## config.mk

```make
export PLATFORM = sky130hd
export DESIGN_NAME = shadowmask_loader
export DESIGN_NICKNAME = d
export VERILOG_FILES = /design/src/rtl/shadowmask_loader.sv
export SDC_FILE = /design/constraint.sdc
export NUM_CORES = 2
export LEC_CHECK = 0
export CORE_UTILIZATION = 33
export DETAILED_ROUTE_END_ITERATION = 8
export PLACE_DENSITY_LB_ADDON = 0.12
export SLEW_MARGIN = 10
export SYNTH_ARGS = -nofsm -noshare
export SYNTH_HDL_FRONTEND = slang
export SYNTH_SLANG_ARGS = --single-unit
```

## constraint.sdc

```tcl
create_clock -name clk_sys -period 6.8 [get_ports clk_sys]
set_input_delay 0.68 -clock clk_sys [delete_from_list [all_inputs] [get_ports clk_sys]]
set_output_delay 0.68 -clock clk_sys [all_outputs]
set_load 0.005 [all_outputs]
```

## src/rtl/shadowmask_loader.sv

```systemverilog
// Shadow-mask loader: streams a header, the pattern size and the mask lookup table as command words.
// Define SHADOWMASK_LOADER_ABORT_EN to add the abort input and its mask-disable epilogue.
module shadowmask_loader #(
   parameter int unsigned GAP = 0
) (
   input  logic        clk_sys,
   input  logic        reset,
   input  logic        mask_wr,
   input  logic [7:0]  mask_addr,
   input  logic [10:0] mask_data,
   input  logic        cfg_enable,
   input  logic        cfg_rotate,
   input  logic        cfg_2x,
   input  logic [3:0]  cfg_hmax,
   input  logic [3:0]  cfg_vmax,
   input  logic        start,
`ifdef SHADOWMASK_LOADER_ABORT_EN
   input  logic        abort,
`endif
   output logic        cmd_wr,
   output logic [15:0] cmd_in,
   output logic        busy,
   output logic        done
);

   localparam logic [2:0] S_IDLE = 3'd0;
   localparam logic [2:0] S_HDR  = 3'd1;
   localparam logic [2:0] S_VMAX = 3'd2;
   localparam logic [2:0] S_HMAX = 3'd3;
   localparam logic [2:0] S_LUT  = 3'd4;
   localparam logic [2:0] S_FIN  = 3'd5;
   localparam logic [2:0] S_ABT  = 3'd6;

   localparam logic [3:0] GAP_LOAD = 4'(GAP);

   logic [10:0] mask_mem [256];

   logic [2:0]  state_q, state_d;
   logic [7:0]  addr_q, addr_d;
   logic [3:0]  gap_q, gap_d;
   logic        cmd_wr_q, cmd_wr_d;
   logic [15:0] cmd_in_q, cmd_in_d;
   logic        en_q, en_d;
   logic        rot_q, rot_d;
   logic        x2_q, x2_d;
   logic [3:0]  hmax_q, hmax_d;
   logic [3:0]  vmax_q, vmax_d;
   logic [7:0]  last_addr;
   logic [7:0]  next_addr;
   logic        active;
   logic        last_word;
   logic        abort_hit;

   always_ff @(posedge clk_sys) begin
      if (mask_wr) begin
         mask_mem[mask_addr] <= mask_data;
      end
   end

   assign last_addr = {vmax_q, 4'hF};
   assign next_addr = addr_q + 8'd1;
   assign active    = (state_q != S_IDLE) && (state_q != S_FIN);
   assign last_word = (state_q == S_ABT) || ((state_q == S_LUT) && (addr_q == last_addr));

`ifdef SHADOWMASK_LOADER_ABORT_EN
   // An abort may arrive during a gap, so it is held until the next command slot.
   logic abort_pend_q, abort_pend_d;

   assign abort_hit = (abort_pend_q || abort) && active && (state_q != S_ABT);

   always_comb begin
      abort_pend_d = abort_pend_q;
      if (abort && active && (state_q != S_ABT)) begin
         abort_pend_d = 1'b1;
      end
      if ((state_d == S_ABT) || !active) begin
         abort_pend_d = 1'b0;
      end
   end

   always_ff @(posedge clk_sys) begin
      if (reset) begin
         abort_pend_q <= 1'b0;
      end else begin
         abort_pend_q <= abort_pend_d;
      end
   end
`else
   assign abort_hit = 1'b0;
`endif

   // The table is read one cycle ahead of each word, so LUT words stream without bubbles.
   always_comb begin
      state_d  = state_q;
      addr_d   = addr_q;
      gap_d    = gap_q;
      cmd_wr_d = 1'b0;
      cmd_in_d = 16'h0000;
      en_d     = en_q;
      rot_d    = rot_q;
      x2_d     = x2_q;
      hmax_d   = hmax_q;
      vmax_d   = vmax_q;
      case (state_q)
         S_IDLE: begin
            if (start) begin
               en_d     = cfg_enable;
               rot_d    = cfg_rotate;
               x2_d     = cfg_2x;
               hmax_d   = cfg_hmax;
               vmax_d   = cfg_vmax;
               addr_d   = 8'd0;
               gap_d    = GAP_LOAD;
               state_d  = S_HDR;
               cmd_wr_d = 1'b1;
               cmd_in_d = {12'h000, cfg_enable, cfg_rotate, cfg_2x, 1'b0};
            end
         end
         S_FIN: begin
            state_d = S_IDLE;
         end
         S_HDR, S_VMAX, S_HMAX, S_LUT, S_ABT: begin
            if (cmd_wr_q && last_word && !abort_hit) begin
               state_d = S_FIN;
               gap_d   = 4'd0;
            end else if (gap_q != 4'd0) begin
               gap_d = gap_q - 4'd1;
            end else begin
               cmd_wr_d = 1'b1;
               gap_d    = GAP_LOAD;
               if (abort_hit) begin
                  state_d  = S_ABT;
                  cmd_in_d = 16'h0000;
               end else begin
                  case (state_q)
                     S_HDR: begin
                        state_d  = S_VMAX;
                        cmd_in_d = {12'h200, vmax_q};
                     end
                     S_VMAX: begin
                        state_d  = S_HMAX;
                        cmd_in_d = {12'h400, hmax_q};
                     end
                     S_HMAX: begin
                        state_d  = S_LUT;
                        addr_d   = 8'd0;
                        cmd_in_d = {5'b01100, mask_mem[8'd0]};
                     end
                     default: begin
                        addr_d   = next_addr;
                        cmd_in_d = {5'b01100, mask_mem[next_addr]};
                     end
                  endcase
               end
            end
         end
         default: begin
            state_d = S_IDLE;
         end
      endcase
   end

   always_ff @(posedge clk_sys) begin
      if (reset) begin
         state_q  <= S_IDLE;
         addr_q   <= 8'd0;
         gap_q    <= 4'd0;
         cmd_wr_q <= 1'b0;
         cmd_in_q <= 16'h0000;
         en_q     <= 1'b0;
         rot_q    <= 1'b0;
         x2_q     <= 1'b0;
         hmax_q   <= 4'd0;
         vmax_q   <= 4'd0;
      end else begin
         state_q  <= state_d;
         addr_q   <= addr_d;
         gap_q    <= gap_d;
         cmd_wr_q <= cmd_wr_d;
         cmd_in_q <= cmd_in_d;
         en_q     <= en_d;
         rot_q    <= rot_d;
         x2_q     <= x2_d;
         hmax_q   <= hmax_d;
         vmax_q   <= vmax_d;
      end
   end

   assign cmd_wr = cmd_wr_q;
   assign cmd_in = cmd_in_q;
   assign busy   = active;
   assign done   = (state_q == S_FIN);

endmodule
```

==> reports/metrics.cfg <==
[floorplan]
core-area_sq_mm = 0.3334
start_util_pct = 33.14
die_w_microns = 580.7
io_pins = 53
std_cell_rows = 212
die_h_microns = 580.7
die-area_sq_mm = 0.3372

[outcome]
status = finished, final reports clean

[drt]
vias = 52660
wl_per_cell_microns = 32.63
drc = 0
drt_wl_total_microns = 325700
antenna_left = 0
vias_per_cell = 5.276
drt_pre_antenna_iters = 7
first_iter_violations = 5365

[clock_tree]
cts_hold_buf = 0
insertion_delay_ps = 930
cts_tree = yes
ctsResizeCount = 0
clockBufferDepth = 4
clock-sinks = 2853
cts_buffers = 321
clockRootBuffer = clkbuf_16
h-tree-depth = 5
clkTransAtPathRegs_ps = 60
cts_setup_buffers = 0

[yosys]
synthFlopType = edfxtp_1
synth_adder_area_share_pct = 0.03397
synth-edff-count = 2816
synth-compound-area-share_pct = 1.041
synth_top_family_by_area = multiplexers
syn_inst = 4954
ys_seq_area_share_pct = 77.19
ys_seq_elements = 2853
synth_mux_area_share_pct = 17.47
synthSimpleGateAreaFrac_pct = 2.853
syn-cell-area_sq_mm = 0.1105
yosysUniqueCellTypes = 60
async_flop_share_pct = 0
avgSynthCellArea_sq_um = 22.31
synthXorXnorAreaFrac_pct = 0.1200
ys_warn_count = 0

[flow_run]
cap_viol_max_count = 0

[timing]
rsz0062_at_grt = no
finalCriticalPeriod_ps = 5216
setup_ws_ps = 1584
hold_ws_ps = 218.0
worst_pin_slew_ps = 1368
max_freq_ghz = 0.1917
setup_viol = 0
finalHoldViolCount = 0
relSlewSlack_pct = 8.774
setup_tns_ps = 0
drv_slew = 0
fin_crit_sh_pct = 76.71
clock_skew_ps = 50.75

[power_and_ir_drop]
p_seq_share_pct = 49.4
swShare_pct = 22.91
power.net_switching_w = 0.009041
power_leakage_nw = 38.19
power_density_mw_per_mm2 = 308.0
peakVddDrop_mv = 0.1980
clkPwrFrac_pct = 42.7
p_int_w = 0.03043
pwr-share-comb_pct = 7.8

[setup_path]
cp_max_fo = 67
cpPeakStageDelay_ps = 830
reg2reg_from = addr_q[0]
required_ps = 7560
cp_common_cell = mux4_2
crit_path_end_kind = register
crit_arrival_ps = 5970
critical-path-slowest-cell = o31ai_1
crit_type = reg2reg
worstPathCellList = buf_12, buf_4, mux4_2, mux4_2, mux2i_1, o22ai_1, o31ai_1, nand3_1
path_delay_family = multiplexers
critPathLaunch = addr_q[0]
start_kind = register
worstPathBufferInverterCount = 2

[layout]
multi_input_area_sq_mm = 0.02420
drive_gt1_share_pct = 29.95
seq_area_sq_mm = 0.08531
n_fill_cell = 29820
final_nets = 5365
synthToLayoutAreaGrowth_pct = 15.98
postLayoutCoreUtil_pct = 38.44

[placed_design]
dp_hpwl_microns = 194300
pre_cts_slack_ps = 1621
finalWeightedCongestion = 0.8086
portBuffers = 49

[grt]
grt_start_max_net_pins = 158
antenna_found_initial = 19
grt_overflow = 0
grt_usage_pct = 19.15
grt_pass1_vias = 54730
grt_pass1_wl_microns = 453600

[min_path]
min_from = mask_data[8]
holdCritPathClass = in2reg

[synthesized netlist by cell type (all sizes together), types with 7 or more instances]
cell type,n,area share (%)
edfxtp,2816,77
nand2,213,0.72
nor2b,17,0.096
mux4,830,17
buf,165,0.85
a2111oi,7,0.055
nor4,9,0.051
nor3,25,0.12
nor2,330,1.1
and2,9,0.051
dfxtp,37,0.67
a21oi,46,0.21
o311ai,12,0.095
or3,8,0.045
a32oi,10,0.079
xor2,8,0.063
mux2i,57,0.52
a221oi,11,0.093
nand4,32,0.18
nand3,78,0.35
a211oi,20,0.14
o31ai,7,0.048
o21ai,15,0.068
nand2b,8,0.045
clkbuf,121,0.41
[state kept, by name (all words and copies together) (netlist names)]
register  flops
mask_mem   2816
cmd_in       13
addr_q        8
gap_q         4
hmax_q        4
vmax_q        4
state_q       3
cmd_wr        1
[area by class of cell]
| cell class | count | share of cell area [%] |
|---|---|---|
| diodes | 8 | 0.01562 |
| well taps | 4387 | 4.283 |
| clock inverters | 160 | 1.106 |
| clock buffers | 421 | 6.765 |
| repair buffers | 335 | 2.374 |
| inverters | 6 | 0.01757 |
| multi-input cells | 1811 | 18.88 |
| flip-flops and latches | 2853 | 66.56 |
[per-layer routing]
layer | track usage [%] | up-vias | routed length, microns
li1 | - | 21680 | -
met3 | 2.555 | 374 | 14950
met2 | 31.19 | 1377 | 157700
met4 | 4.893 | 0 | 8301
met5 | 0 | - | 0
met1 | 27.16 | 29220 | 144800
[cell usage in the layout, fill, tap and decap left out, drive strengths merged, types with 25 or more instances in the layout]
| cell | Yosys | final |
|---|---|---|
| clkdlybuf4s50 | 0 | 38 |
| nand3 | 78 | 78 |
| edfxtp | 2816 | 2816 |
| a21oi | 46 | 46 |
| clkbuf | 121 | 421 |
| nor3 | 25 | 25 |
| nand4 | 32 | 32 |
| dfxtp | 37 | 37 |
| mux2i | 57 | 57 |
| clkinv | 0 | 122 |
| nor2 | 330 | 330 |
| mux4 | 830 | 830 |
| buf | 165 | 297 |
| nand2 | 213 | 213 |
[per-stage QoR]
stage	power, W	area (sq um)	instances
floorplan	0.02168	110500	4956
global placement	0.02304	118000	9389
detailed placement	0.02306	118100	9392
CTS	0.03994	128100	9973
global route	0.04066	128100	9975
finish	0.03947	128200	9981
[power groups by stage]
| stage | sequential [W] | combinational, W | clock [W] |
|---|---|---|---|
| after floorplan | 0.0198 | 0.00188 | 0 |
| after global placement | 0.0199 | 0.00316 | 0 |
| after detailed placement | 0.0199 | 0.00317 | 0 |
| after CTS | 0.0195 | 0.00318 | 0.0172 |
| after global routing | 0.0195 | 0.00329 | 0.0179 |
| final | 0.0195 | 0.00310 | 0.0169 |
[kinds of logic after synthesis]
| family | count (synthesis) |
|---|---|
| other cells | 1 |
| fa+ha+maj | 3 |
| compound gates | 163 |
| flops | 2853 |
| buf+inv | 292 |
| xor+xnor | 13 |
| simple gates | 738 |
| mux | 891 |
[worst paths after layout]
check                          end  slack [ps]  cells past startpoint
setup reg to reg         cmd_in[9]        1580                      8
setup / recovery         cmd_in[9]        1580                      8
hold / removal    mask_mem[138][8]         220                      1
hold reg to reg           gap_q[1]         490                      2
Note: power is estimated with default switching activity, not from simulation.
